$ cat src/rtl/coax_tx_pkg.sv
// Shared definitions for the 3270 coax transmitter and receiver: state encodings,
// frame field lengths and the word parity rule.
package coax_tx_pkg;

  typedef enum logic [2:0] {
    ST_IDLE           = 3'd0,
    ST_LINE_QUIESCE   = 3'd1,
    ST_CODE_VIOLATION = 3'd2,
    ST_SYNC           = 3'd3,
    ST_DATA           = 3'd4,
    ST_PARITY         = 3'd5,
    ST_END            = 3'd6
  } tx_state_e;

  localparam int LINE_QUIESCE_BITS   = 5;
  localparam int WORD_BITS           = 10;
  localparam int CODE_VIOLATION_BITS = 3;
  // END is one '0' cell, one high cell, and finishes half-way through a third cell
  localparam int END_BITS            = 3;

  typedef logic [3:0]           bit_idx_t;
  typedef logic [WORD_BITS-1:0] word_t;

  localparam bit_idx_t LQ_LAST_BIT   = bit_idx_t'(LINE_QUIESCE_BITS - 1);
  localparam bit_idx_t CV_LAST_BIT   = bit_idx_t'(CODE_VIOLATION_BITS - 1);
  localparam bit_idx_t DATA_LAST_BIT = bit_idx_t'(WORD_BITS - 1);
  localparam bit_idx_t END_LAST_BIT  = bit_idx_t'(END_BITS - 1);

  // Parity bit that gives the word plus parity an even number of ones
  function automatic logic coax_parity(input word_t w);
    return ^w;
  endfunction

endpackage

$ cat src/rtl/coax_tx_bit_timer.sv
// Bit-cell timer: counts 0..CLOCKS_PER_BIT-1 and flags the half-bit and bit-end
// cycles; the FSM restarts it so each frame begins on a fresh cell.
module coax_tx_bit_timer #(
  parameter int CLOCKS_PER_BIT = 16
) (
  input  logic clk,
  input  logic reset,
  input  logic restart_i,
  output logic bit_start_o,
  output logic first_half_o,
  output logic half_bit_o,
  output logic end_of_bit_o
);

  localparam int CNT_W = $clog2(CLOCKS_PER_BIT);
  localparam logic [CNT_W-1:0] CNT_LAST      = CNT_W'(CLOCKS_PER_BIT - 1);
  localparam logic [CNT_W-1:0] CNT_HALF      = CNT_W'(CLOCKS_PER_BIT / 2);
  localparam logic [CNT_W-1:0] CNT_HALF_LAST = CNT_W'(CLOCKS_PER_BIT / 2 - 1);

  logic [CNT_W-1:0] cnt_q, cnt_d;

  always_comb begin
    cnt_d = cnt_q + CNT_W'(1);
    if (restart_i || (cnt_q == CNT_LAST)) begin
      cnt_d = '0;
    end
  end

  always_ff @(posedge clk) begin
    if (reset) begin
      cnt_q <= '0;
    end else begin
      cnt_q <= cnt_d;
    end
  end

  assign bit_start_o  = (cnt_q == '0);
  assign first_half_o = (cnt_q < CNT_HALF);
  assign half_bit_o   = (cnt_q == CNT_HALF_LAST);
  assign end_of_bit_o = (cnt_q == CNT_LAST);

endmodule

$ cat src/rtl/coax_tx.sv
// IBM 3270 coax transmitter: one-word holding register feeding a bi-phase frame
// serialiser (quiesce, code violation, sync/data/parity per word, end sequence).
module coax_tx
  import coax_tx_pkg::*;
#(
  parameter int CLOCKS_PER_BIT = 16
) (
  input  logic                 clk,
  input  logic                 reset,
  input  logic [WORD_BITS-1:0] data,
  input  logic                 load,
  output logic                 ready,
  output logic                 tx,
  output logic                 active
);

  tx_state_e state_q, state_d;
  word_t     hold_q, hold_d;
  logic      hold_full_q, hold_full_d;
  word_t     shift_q, shift_d;
  logic      parity_q, parity_d;
  bit_idx_t  bit_idx_q, bit_idx_d;

  logic bit_start, first_half, half_bit, end_of_bit;
  logic timer_restart;
  logic sync_first;
  logic accept;

  assign sync_first = (state_q == ST_SYNC) && bit_start;
  assign accept     = load && ready;

  // Held at zero while idle so the first quiesce cell is full length
  assign timer_restart = (state_q == ST_IDLE) ||
                         ((state_q == ST_END) && (state_d == ST_IDLE));

  coax_tx_bit_timer #(
    .CLOCKS_PER_BIT(CLOCKS_PER_BIT)
  ) u_bit_timer (
    .clk         (clk),
    .reset       (reset),
    .restart_i   (timer_restart),
    .bit_start_o (bit_start),
    .first_half_o(first_half),
    .half_bit_o  (half_bit),
    .end_of_bit_o(end_of_bit)
  );

  always_ff @(posedge clk) begin
    if (reset) begin
      state_q <= ST_IDLE;
    end else begin
      state_q <= state_d;
    end
  end

  always_comb begin
    state_d = state_q;
    case (state_q)
      ST_IDLE: begin
        if (hold_full_q || accept) begin
          state_d = ST_LINE_QUIESCE;
        end
      end
      ST_LINE_QUIESCE: begin
        if (end_of_bit && (bit_idx_q == LQ_LAST_BIT)) begin
          state_d = ST_CODE_VIOLATION;
        end
      end
      ST_CODE_VIOLATION: begin
        if (end_of_bit && (bit_idx_q == CV_LAST_BIT)) begin
          state_d = ST_SYNC;
        end
      end
      ST_SYNC: begin
        if (end_of_bit) begin
          state_d = ST_DATA;
        end
      end
      ST_DATA: begin
        if (end_of_bit && (bit_idx_q == DATA_LAST_BIT)) begin
          state_d = ST_PARITY;
        end
      end
      ST_PARITY: begin
        // A word arriving on this very cycle still chains into the frame
        if (end_of_bit) begin
          state_d = (hold_full_q || accept) ? ST_SYNC : ST_END;
        end
      end
      ST_END: begin
        if (half_bit && (bit_idx_q == END_LAST_BIT)) begin
          state_d = ST_IDLE;
        end
      end
      default: state_d = ST_IDLE;
    endcase
  end

  always_comb begin
    active = (state_q != ST_IDLE);
    ready  = !hold_full_q || sync_first;
    tx     = 1'b0;
    case (state_q)
      ST_LINE_QUIESCE,
      ST_SYNC:           tx = first_half;
      ST_CODE_VIOLATION: tx = (bit_idx_q == '0) ||
                              ((bit_idx_q == bit_idx_t'(1)) && first_half);
      ST_DATA:           tx = first_half ? shift_q[WORD_BITS-1] : !shift_q[WORD_BITS-1];
      ST_PARITY:         tx = first_half ? parity_q : !parity_q;
      ST_END:            tx = (bit_idx_q == '0) ? !first_half : 1'b1;
      default:           tx = 1'b0;
    endcase
  end

  always_comb begin
    hold_d      = hold_q;
    hold_full_d = hold_full_q;
    shift_d     = shift_q;
    parity_d    = parity_q;
    bit_idx_d   = bit_idx_q;

    if (sync_first) begin
      shift_d     = hold_q;
      hold_full_d = 1'b0;
      parity_d    = 1'b0;
    end
    if (accept) begin
      hold_d      = data;
      hold_full_d = 1'b1;
    end
    if ((state_q == ST_DATA) && end_of_bit) begin
      shift_d  = {shift_q[WORD_BITS-2:0], 1'b0};
      parity_d = parity_q ^ shift_q[WORD_BITS-1];
    end

    if (state_d != state_q) begin
      bit_idx_d = '0;
    end else if (end_of_bit) begin
      bit_idx_d = bit_idx_q + bit_idx_t'(1);
    end
  end

  always_ff @(posedge clk) begin
    if (reset) begin
      hold_q      <= '0;
      hold_full_q <= 1'b0;
      shift_q     <= '0;
      parity_q    <= 1'b0;
      bit_idx_q   <= '0;
    end else begin
      hold_q      <= hold_d;
      hold_full_q <= hold_full_d;
      shift_q     <= shift_d;
      parity_q    <= parity_d;
      bit_idx_q   <= bit_idx_d;
    end
  end

endmodule

$ cat config.mk
export PLATFORM = sky130hd
export DESIGN_NAME = coax_tx
export DESIGN_NICKNAME = d
export VERILOG_FILES = /design/src/rtl/coax_tx_pkg.sv /design/src/rtl/coax_tx_bit_timer.sv /design/src/rtl/coax_tx.sv
export SDC_FILE = /design/constraint.sdc
export NUM_CORES = 1
export LEC_CHECK = 0
export CAP_MARGIN = 20
export CORE_MARGIN = 10
export CORE_UTILIZATION = 35
export CTS_CLUSTER_SIZE = 30
export DETAILED_ROUTE_END_ITERATION = 8
export PLACE_DENSITY = 0.63
export SLEW_MARGIN = 20
export SYNTH_ARGS = -nofsm -noshare
export SYNTH_HDL_FRONTEND = slang
export SYNTH_SLANG_ARGS = --single-unit
$ cat constraint.sdc
create_clock -name clk -period 1.7 [get_ports clk]
set_input_delay 0.34 -clock clk [delete_from_list [all_inputs] [get_ports clk]]
set_output_delay 0.34 -clock clk [all_outputs]
set_load 0.005 [all_outputs]
==> results by stage, run 1 <==
Min path:
- The class of the tightest hold or removal check is reg2reg.
- Counting instances, the worst hold path has a depth of 2.
- The hold path startpoint is hold_q[1].
- The worst hold path terminates at hold_q[1].

Final layout:
- Of the cells placed in the final design, the portion with a size suffix greater than 1 is 36.80%.
- The number of nets at the end of the flow is about 270.
- The area growth from synthesis to layout is 38.15%.
- The repair_antennas step left the layout with diodes totalling 0.
- For this run, the number of standard cells in the final layout without fillers is 320.

Logic synthesis:
- The number of synthesis warnings is 0.
- The register area share after synthesis is between 30% and 40%.
- Synthesis inferred 33 register bits.
- After synthesis, the cell types taking the most area are sky130_fd_sc_hd__dfxtp_1 (37%), sky130_fd_sc_hd__a21oi_1 (5.0%), sky130_fd_sc_hd__mux2i_1 (5.0%), sky130_fd_sc_hd__ha_1 (4.2%), sky130_fd_sc_hd__o21ai_0 (4.2%).
- The number of flops mapped to enable cells by yosys is 0.
- The synthesized netlist occupies a cell area of approximately 1800 um^2.
- Counting flops with an async set or reset pin after synthesis yields a share of 0%.
- In the synthesized netlist, the cells that appear most often are sky130_fd_sc_hd__dfxtp_1 (33), sky130_fd_sc_hd__a21oi_1 (18), sky130_fd_sc_hd__o21ai_0 (15).
- The synthesized netlist contains 53 unique library cells.
- The mean cell area of the mapped netlist is ~9 um^2.
- The share of the synthesized area in the top cell type is 36.82%.
- The net count after synthesis is roughly 220.
- The number of cells produced by synthesis is 199.
- Summed over all instances, the cell type with the most area after synthesis is sky130_fd_sc_hd__dfxtp_1.
- sky130_fd_sc_hd__dfxtp_1 is the most common cell in the netlist.
- In the synthesized netlist the dominant register cell turns out to be sky130_fd_sc_hd__dfxtp_1.

Global routing:
- The pin count of the biggest net entering global routing is 30.
- For this run, the total global-route usage over all layers was measured as 10.47%.
- The number of global-route vias before repair was 1601.
- The total congestion overflow after global routing is 0.
- The number of antenna violations at the first check in global routing is 0.
- The wire length of the first global-routing pass is 7396 um.

Timing:
- The worst setup skew after layout is roughly 0.0053 ns.
- Static timing analysis puts the maximum clock frequency at 0.5516 GHz.
- The hold slack is 0.4785 ns.
- The number of failing hold endpoints at the final stage is 0.
- The slew of the pin with the lowest slew margin is 0.3399 ns.
- The ratio of final minimum period to clock period is 106.6%.
- Setup repair after global routing could not meet its margin everywhere.
- The count of final max-slew check failures is 0.
- Setup violations remaining at the end of the flow were counted as 1.
- Measured against its own limit, the worst slew margin works out to 77.24%.
- The final critical path time including I/O delays and setup is 1.813 ns.
- In the post-route analysis, the smallest setup slack over all paths is -0.1128 ns.

Run:
- Max-cap violations in this run came to 0.

Critical path:
- Walking the worst path, the cells encountered are inv_2 > ha_4 > nor3b_4 > xor2_1 > a2bb2oi_1 > o211ai_1 > buf_2.
- In this run the critical register-to-register path is launched from u_bit_timer.cnt_q[0].
- The data arrival time at the worst-slack endpoint is about 1.5 ns.
- Setup slack on the worst reg-to-reg path comes out at 0.05 ns.
- Measured in cells, the most critical reg-to-reg path has a length of 8.
- The largest individual stage delay along the critical path comes from the cell sky130_fd_sc_hd__dfxtp_2.
- The critical path capture point type is a primary output.
- The number of buffers and inverters on the critical path is 2.
- The required time at the endpoint of the critical path is 1.36 ns.
- In this run the critical register-to-register path is captured at state_q[2].
- By startpoint and endpoint, the worst setup path is classified as reg2out.
- The largest single stage delay on the critical path is 0.34 ns.
- The dominant delay contributor by cell family on the critical path is flip-flops.
- The worst-path maximum fanout is 2.
- The kind of start point of the critical path is a register.

Routing:
- The highest metal layer with signal wires is met4.
- After detailed routing, the average wire length per cell comes to approximately 13 um.
- The first routing iteration left 70 violations.
- The total routed wire length on the met1 layer is between 1500 and 2000 um.
- Before antenna repair, the detailed router went through 4 iterations.
- The total vias in the final route is 1616.
- The routed length on met2 is 2118 um.
- The antenna violation net count after detailed routing is 0.
- The per-cell via count in the routed design is 5.050.
- The total met3 wirelength after detailed routing is 103 um.
- After detailed routing, the total wire length is 4273 um.
- In the routed design, unresolved DRC markers number 0.

Pwr:
- The overall power of the completed layout is 1679 uW.
- For this design the static power due to leakage is 0.0009415 uW.
- Across the VDD grid, the largest voltage drop is 0.3832 mV.
- The power density over cell area is 677.5 nW/um^2.

Clock tree:
- The clock passes through at most 2 buffers.
- For the worst-skew pair, the clock arrives at the later sink with an insertion delay of 0.29 ns.
- The sink count of the clock tree is 33.
- The clock slew at the register clock pins of the worst setup and hold paths is 0.07 ns.
- Buffers inserted during clock tree synthesis total 5.
- TritonCTS built the clock tree.
- CTS built an H-tree with a depth of 2.
- The buffer cell driving the clock tree root is sky130_fd_sc_hd__clkbuf_8.
- In this run, post-CTS hold repair placed 0 buffers.

Placement:
- Input and output buffers added on the ports amount to 15.
- At the end of routability-driven placement, the weighted congestion stood at 0.8310.
- Once detailed placement completed, the half-perimeter wirelength came to 2955 um.
- Including well taps, the total number of placed cells is 309.

Floorplanning:
- The floorplan step defined a die boundary enclosing 8391 um^2.
- The die span in y is 91.60 um.
- The I/O pin count is 16.
- The die width is 91.60 um.
- The initialized floorplan defines 26 standard-cell rows.
- The area of the placeable core is roughly 5000 um^2.
- The initial cell density of the core is 35.58%.

Outcome:
- The run finished, with violations left.
- The checks that failed: negative setup slack.
area by class of cell:
class	count	area, um^2
well taps	70	87.58
clock buffers	7	96.34
flip-flops and latches	33	671.9
fillers	466	2564
multi-input cells	144	1100
inverters	7	26.28
repair buffers	58	491.7
clock inverters	1	5.005
cells in the final DEF (no fill, tap or decap), types with 3 or more instances in the layout:
cell type,n
sky130_fd_sc_hd__ha_4,3
sky130_fd_sc_hd__inv_2,5
sky130_fd_sc_hd__a21oi_1,18
sky130_fd_sc_hd__o21ai_0,14
sky130_fd_sc_hd__dfxtp_1,26
sky130_fd_sc_hd__clkbuf_8,7
sky130_fd_sc_hd__mux2i_1,9
sky130_fd_sc_hd__dfxtp_2,6
sky130_fd_sc_hd__nor3_1,4
sky130_fd_sc_hd__xor2_1,5
sky130_fd_sc_hd__ha_1,3
sky130_fd_sc_hd__nand3_1,14
sky130_fd_sc_hd__a211oi_1,7
sky130_fd_sc_hd__buf_6,5
sky130_fd_sc_hd__nor2_1,11
sky130_fd_sc_hd__nand4_1,4
sky130_fd_sc_hd__buf_4,38
sky130_fd_sc_hd__nand2b_1,3
sky130_fd_sc_hd__nand2_1,4
sky130_fd_sc_hd__clkdlybuf4s50_1,12
worst max-delay path by stage:
stage / startpoint / depth (start not counted) / end / slack (ns)
3_3_place_gp: bit_idx_q[0] / 7 / tx / -0.24
3_5_place_dp: bit_idx_q[0] / 7 / tx / -0.25
6_report: bit_idx_q[0] / 7 / tx / -0.11
5_1_grt: bit_idx_q[0] / 7 / tx / -0.20
2_1_floorplan: bit_idx_q[0] / 6 / tx / 0.19
4_1_cts: bit_idx_q[0] / 7 / tx / -0.12
per-stage QoR:
step | setup WS (ns) | util (%) | TNS [ns] | instance area, um^2
floorplan | 0.1929 | - | 0 | 1794
global route | -0.2022 | 49.16 | -0.2496 | 2479
global placement | -0.2366 | 44.14 | -0.4446 | 2226
CTS | -0.1169 | 47.39 | -0.1169 | 2390
detailed placement | -0.2479 | 44.14 | -0.4921 | 2226
finish | -0.1128 | 49.16 | -0.1128 | 2479
report_power, final:
group	internal (uW)	total [uW]	switching, uW
clock network	366	661	294
registers	794	809	15.4
logic	115	210	94.3
total	1280	1680	404
per-layer routing:
metal  vias to the layer above  GRT usage, %
met5                         -             0
met4                         0         4.308
met3                         5         2.058
met2                        26         17.83
met1                       756         12.51
li1                        829             -
sequential cells by signal, summed over array words and instances (netlist names):
name / cells
hold_q: 10
shift_q: 10
bit_idx_q: 4
u_bit_timer.cnt_q: 4
state_q: 3
hold_full_q: 1
parity_q: 1
cell families (layout without fill, tap and decap cells):
family	after synthesis	count (layout)	share of synthesized area, %
AND/OR/NAND/NOR	65	65	22.04
AO/OA/AOI/OAI	57	57	20.43
flip-flops	33	33	36.82
buffers and inverters	22	73	8.089
multiplexers	9	9	5.021
XOR/XNOR	7	7	3.417
adder cells (fa/ha/maj)	6	6	4.184
worst register-to-register path, stage by stage (launching register included):
cell,delay (ns)
sky130_fd_sc_hd__dfxtp_2,0.32
sky130_fd_sc_hd__buf_4,0.14
sky130_fd_sc_hd__ha_4,0.17
sky130_fd_sc_hd__buf_4,0.14
sky130_fd_sc_hd__and4b_2,0.23
sky130_fd_sc_hd__buf_4,0.15
sky130_fd_sc_hd__a31oi_4,0.18
sky130_fd_sc_hd__o21ai_2,0.07
sky130_fd_sc_hd__a21oi_1,0.17
repair_timing:
action | in CTS | in global routing
buffers inserted | 1 | 2
pin swaps | 7 | 8
setup endpoints to repair | 4 | 20
resized for setup | 35 | 15
Note: power is estimated with default switching activity, not from simulation.
==> run 2, diff against run 1 <==
--- a/config.mk
+++ b/config.mk
@@ -5,7 +5,7 @@
 export SDC_FILE = /design/constraint.sdc
 export NUM_CORES = 1
 export LEC_CHECK = 0
-export CAP_MARGIN = 20
+export CORE_ASPECT_RATIO = 0.5
 export CORE_MARGIN = 10
 export CORE_UTILIZATION = 35
 export CTS_CLUSTER_SIZE = 30
==> results by stage, run 2 (synthesis results as in run 1) <==
Pwr:
- The sequential share of power came to 45.0% (was 48.2%).
- The portion of total power attributed to the clock network is 43.7% (was 39.3%).
- The internal portion of total power is 1377 uW (was 1275 uW).
- The fraction of power spent switching nets was 23.23% (was 24.07%).
- The switching power summed over all nets came to 416.8 uW (was 404.3 uW).
- The static leakage power came to 0.0009329 uW (was 0.0009415 uW).
- The power density over cell area is 726.8 nW/um^2 (was 677.5 nW/um^2).
- The fraction of power consumed by combinational cells came to 11.2% (was 12.5%).
- The worst supply voltage drop on vdd came to 0.4138 mV (was 0.3832 mV).

Routing:
- The number of detailed-route iterations in the first pass was 4 (unchanged).
- The per-cell via count in the routed design is 5.197 (was 5.050).
- The total routed wire length on the met1 layer is 2066 um (was 1999 um).
- The initial DRC count came to 58 (was 70).
- The total vias in the final route is 1658 (was 1616).
- The wire length reported by the detailed router is 4441 um (was 4273 um).
- The antenna violation net count after detailed routing is 0 (unchanged).
- The remaining routing DRC violations came to 0 (unchanged).
- The wire length per cell came to 13.92 um (was 13.35 um).
- The total met3 wirelength after detailed routing is 179 um (was 103 um).
- The routed length on met2 is 2092 um (was 2118 um).
- The highest metal layer with signal wires is met4 (unchanged).

Floorplanning:
- The total die area is 8564 um^2 (was 8391 um^2).
- The initial cell density of the core came to 36.38% (was 35.58%).
- The count of standard-cell rows was 18 (was 26).
- The area of the placeable core is 4932 um^2 (was 5042 um^2).
- The I/O pin count came to 16 (unchanged).
- The die width is 121.3 um (was 91.60 um).
- The die span in y is 70.63 um (was 91.60 um).

Clock tree:
- The CTS tree is done (unchanged).
- The clock slew at the register clock pins of the worst setup and hold paths is 0.07 ns (about the same).
- The maximum count of clock buffers along a single path is 2 (unchanged).
- The level count of the clock H-tree came to 2 (unchanged).
- The sink count of the clock tree is 33 (unchanged).
- The buffer cell driving the clock tree root is sky130_fd_sc_hd__clkbuf_8 (unchanged).
- The source-to-sink clock delay at the later pin of the worst-skew pair is 0.29 ns (about the same).
- The number of buffers created by CTS is 5 (unchanged).

Critical path:
- The critical path capture point type is a primary output (unchanged).
- The worst-path maximum fanout is 2 (unchanged).
- The critical path start-end classification is reg2out (unchanged).
- The kind of start point of the critical path is a register (unchanged).
- The required time at the endpoint of the critical path was 1.36 ns (about the same).
- The data arrival time at the worst-slack endpoint is 1.48 ns (was 1.47 ns).

Timing:
- The hold slack came to 0.4793 ns (was 0.4785 ns).
- The ratio of final minimum period to clock period came to 107.2% (was 106.6%).
- The slew of the pin with the lowest slew margin is 0.3170 ns (was 0.3399 ns).
- The worst-case setup margin in the final layout is -0.1222 ns (was -0.1128 ns).
- The final critical path time including I/O delays and setup was 1.822 ns (was 1.813 ns).
- The count of final max-slew check failures is 0 (unchanged).
- The number of failing hold endpoints at the final stage came to 0 (unchanged).
- The total of endpoints with negative setup slack in the final report is 1 (unchanged).
- The timing-limited maximum frequency is 0.5488 GHz (was 0.5516 GHz).
- The aggregate negative setup slack came to -0.1222 ns (was -0.1128 ns).
- The worst-case headroom to the max-slew limit is 78.85% (was 77.24%).
- The worst setup skew after layout is 0.009115 ns (was 0.005338 ns).
- Unrepaired setup endpoints after global routing: yes (unchanged).

Min path:
- The class of the tightest hold or removal check is reg2reg (unchanged).

Global routing:
- The number of global-route vias before repair is 1618 (was 1601).
- The pin count of the biggest net entering global routing is 30 (unchanged).
- The aggregate global-route resource usage came to 10.43% (was 10.47%).
- The number of antenna violations at the first check in global routing was 0 (unchanged).
- The total congestion overflow after global routing is 0 (unchanged).
- The wire length of the first global-routing pass came to 7389 um (was 7396 um).

Final layout:
- Most used cells in the layout excluding fill and tap cells: sky130_fd_sc_hd__buf_4 (38), sky130_fd_sc_hd__dfxtp_1 (29), sky130_fd_sc_hd__a21oi_1 (17), sky130_fd_sc_hd__o21ai_0 (15), sky130_fd_sc_hd__nand3_1 (14) (was sky130_fd_sc_hd__buf_4 (38), sky130_fd_sc_hd__dfxtp_1 (26), sky130_fd_sc_hd__a21oi_1 (18), sky130_fd_sc_hd__nand3_1 (14), sky130_fd_sc_hd__o21ai_0 (14)).
- The fraction of final layout cells with drive strength greater than 1 is 34.94% (was 36.80%).
- The number of nets at the end of the flow was 267 (was 268).
- Top flop regs: hold_q (10), shift_q (10) (unchanged).
- The area growth from synthesis to layout was 37.59% (was 38.15%).
- The most common cell after layout, fill and taps aside is sky130_fd_sc_hd__buf_4 (unchanged).
- The post-route non-filler standard cell count is 319 (was 320).
- The number of antenna cells inserted was 0 (unchanged).

Outcome:
- Status: finished with violations (unchanged).
- Violations in the final reports: negative setup slack (unchanged).

Placement:
- The half-perimeter wire length of the detailed placement result was 3056 um (was 2955 um).
- The number of input and output port buffers inserted is 15 (unchanged).
- The number of instances in the placed design is 307 (was 309).
- The routability congestion estimate is 0.8651 (was 0.8310).

Run:
- The number of max-cap violations is 0 (unchanged).
[run 2: metrics by stage]
stage / power, uW / utilization, % / setup slack [ns] / instance area (um^2)
after floorplan: 918.9 / - / 0.1929 / 1794
after global placement: 1010 / 45.08 / -0.2536 / 2223
after detailed placement: 1015 / 45.08 / -0.2950 / 2223
after CTS: 1804 / 48.86 / -0.1477 / 2410
after global routing: 1861 / 50.05 / -0.2202 / 2469
final: 1794 / 50.05 / -0.1222 / 2469
[run 2: timing repair]
action                                  4_1_cts  5_1_grt
pin swaps                                     8        6
endpoints found under the setup margin        6       22
gates cloned                                  0        0
resized for setup                            32       10
hold buffers                                  0        0
setup buffers                                 2        2
[run 2: path summary, 6_finish.rpt]
kind | startpoint | end | slack, ns | cells after the start
worst max-delay path | bit_idx_q[1] | tx | -0.12 | 7
worst min-delay path | hold_q[4] | hold_q[4] | 0.48 | 2
worst max register to register | state_q[2] | bit_idx_q[1] | 0.08 | 6
worst min register to register | hold_q[4] | hold_q[4] | 0.48 | 2
[run 2: cell type report]
class                      count  area (um^2)
clock buffer                   6        82.58
clock inverter                 2        37.54
fill                         443         2464
inverter                       7        26.28
multi-input combinational    144         1084
sequential                    33        668.1
tap                           70        87.58
timing repair buffer          57        483.0
[run 2: routing by layer]
metal	vias to the layer above	global-route usage (%)
met4	0	6.307
met1	790	12.52
met2	37	16.57
met5	-	0
met3	10	2.613
li1	821	-
[run 2: power groups by stage]
stage,Combinational [uW],Sequential [uW],Clock (uW)
floorplan,97.7,821,0
global placement,188,823,0
detailed placement,191,824,0
CTS,197,808,799
global route,218,811,833
finish,201,808,785
[run 2: worst max-delay path, cell delays in order (launching register included)]
cell,delay [ns]
sky130_fd_sc_hd__dfxtp_2,0.34
sky130_fd_sc_hd__inv_2,0.05
sky130_fd_sc_hd__ha_4,0.15
sky130_fd_sc_hd__nor3b_4,0.14
sky130_fd_sc_hd__xor2_1,0.15
sky130_fd_sc_hd__a2bb2oi_1,0.13
sky130_fd_sc_hd__o211ai_1,0.10
sky130_fd_sc_hd__buf_2,0.13
==> edit, RTL diff (flow settings as in run 1) <==
Encoding of `tx_state_e`: now one-hot (7 bits for 7 states).
--- a/src/rtl/coax_tx_pkg.sv
+++ b/src/rtl/coax_tx_pkg.sv
@@ -2,14 +2,14 @@
 // frame field lengths and the word parity rule.
 package coax_tx_pkg;
 
-  typedef enum logic [2:0] {
-    ST_IDLE           = 3'd0,
-    ST_LINE_QUIESCE   = 3'd1,
-    ST_CODE_VIOLATION = 3'd2,
-    ST_SYNC           = 3'd3,
-    ST_DATA           = 3'd4,
-    ST_PARITY         = 3'd5,
-    ST_END            = 3'd6
+  typedef enum logic [6:0] {
+    ST_IDLE           = 7'b0000001,
+    ST_LINE_QUIESCE   = 7'b0000010,
+    ST_CODE_VIOLATION = 7'b0000100,
+    ST_SYNC           = 7'b0001000,
+    ST_DATA           = 7'b0010000,
+    ST_PARITY         = 7'b0100000,
+    ST_END            = 7'b1000000
   } tx_state_e;
 
   localparam int LINE_QUIESCE_BITS   = 5;
Function: same outputs for any inputs over 10 cycles, from zero or initial values and one cycle with reset high; not proved beyond that.
==> edit against run 1 <==
The flow still finishes with violations (negative setup slack). Fmax is 17% lower. Sequential cell count is 4 higher. Synthesized cell count is 20% higher. Routed wire length is 46% higher. Synthesized area is 9.9% higher. Critical path depth is 1 higher. Worst setup slack worse by 0.38 ns. Count of clock-buffer cells in the layout is 1 higher. Highest routed layer unchanged. Cell count is 23% higher. Worst hold slack worse by 0.036 ns. Design area is 28% higher.
Power is not compared: it rests on default switching activity, and its combinational part moved more than twofold at a synthesized area within 25%.
==> edit: results (changes against run 1) <==
[status]
status=finished, violations left
violations=negative setup slack

[global_route]
grt_max_degree=25  ; -17%
gr-usage-met1_pct=16.0  ; +3.5 points
first_global_vias=2171  ; +36%
grt_pass1_wl_mm=10.1  ; +37%
use_met3_pct=3.30  ; +1.2 points
grtUsageMet2_pct=24.2  ; +6.4 points
grtUsageTotal_pct=14.0  ; +3.5 points

[detailed_routing]
wirelength_mm=6.23  ; +46%
initialDrtViolationCount=137  ; +96%
wl_met1_mm=2.65  ; +33%
route.vias.total=2089  ; +29%
route.met3.wl_um=286  ; +180%

[worst_hold_path]
min_to=u_bit_timer.cnt_q[0]
hp-start=u_bit_timer.cnt_q[0]
hold_depth=1  ; -1

[timing]
fin_ws_ns=-0.494  ; -0.381 ns
setup_viol=33  ; +32

[placement]
gp_congestion=1.00  ; +21%
dp_hpwl_mm=4.22  ; +43%
post_dp_cell_area_um2=2690  ; +21%
placed_cells=373  ; +21%

[finish]
drive_gt1_share_pct=43.0  ; +6.2 points
fin_nets=339  ; +26%

[setup_path]
startpoint=state_q[4]
worstPathArrival_ns=1.85  ; +0.38 ns
r2r_slack_ns=-0.47  ; -0.52 ns
cpPeakStageDelay_ns=0.38  ; +0.04 ns

[yosys]
synth_cell_types=49  ; -7.5%
synth_nets=257  ; +18%
yosys-top-cells-count=dfxtp_1 (37), nor2_1 (27), a21oi_1 (18), nand2_1 (18), mux2i_1 (12)

[clock_network]
cts_setup_buffers=12  ; +11
cts_resized=63  ; +80%

==> edit: cell types whose count changed in the layout (fill, tap and decap cells not counted), sizes merged, moves of 8 or more <==
cell / run 1 / this run
o21ai: 15 / 5
nand3: 14 / 5
buf: 46 / 80
a211oi: 9 / 1
nand2: 5 / 18
nor2: 13 / 27
==> edit: cell families (layout without fill, tap and decap cells) <==
group	after synthesis	count (layout)	share of synthesized area, %
xor gates and xnor gates	8	8	3.55
and+or+nand+nor	97	97	26.3
AOI/OAI and AO/OA	50	50	16.5
adders and majority gates	6	6	3.81
DFF	37	37	37.6
muxes	13	13	6.66
buffers and inverters	27	110	5.58
==> edit: area by class of cell <==
class                      instances  area (µm²)  share of cell area [%]
tap                               72        90.1                    2.85
inverter                          10        37.5                    1.19
sequential                        37         762                    24.1
timing repair buffer              92         797                    25.2
clock buffer                       8        80.1                    2.53
multi-input combinational        174        1400                    44.1
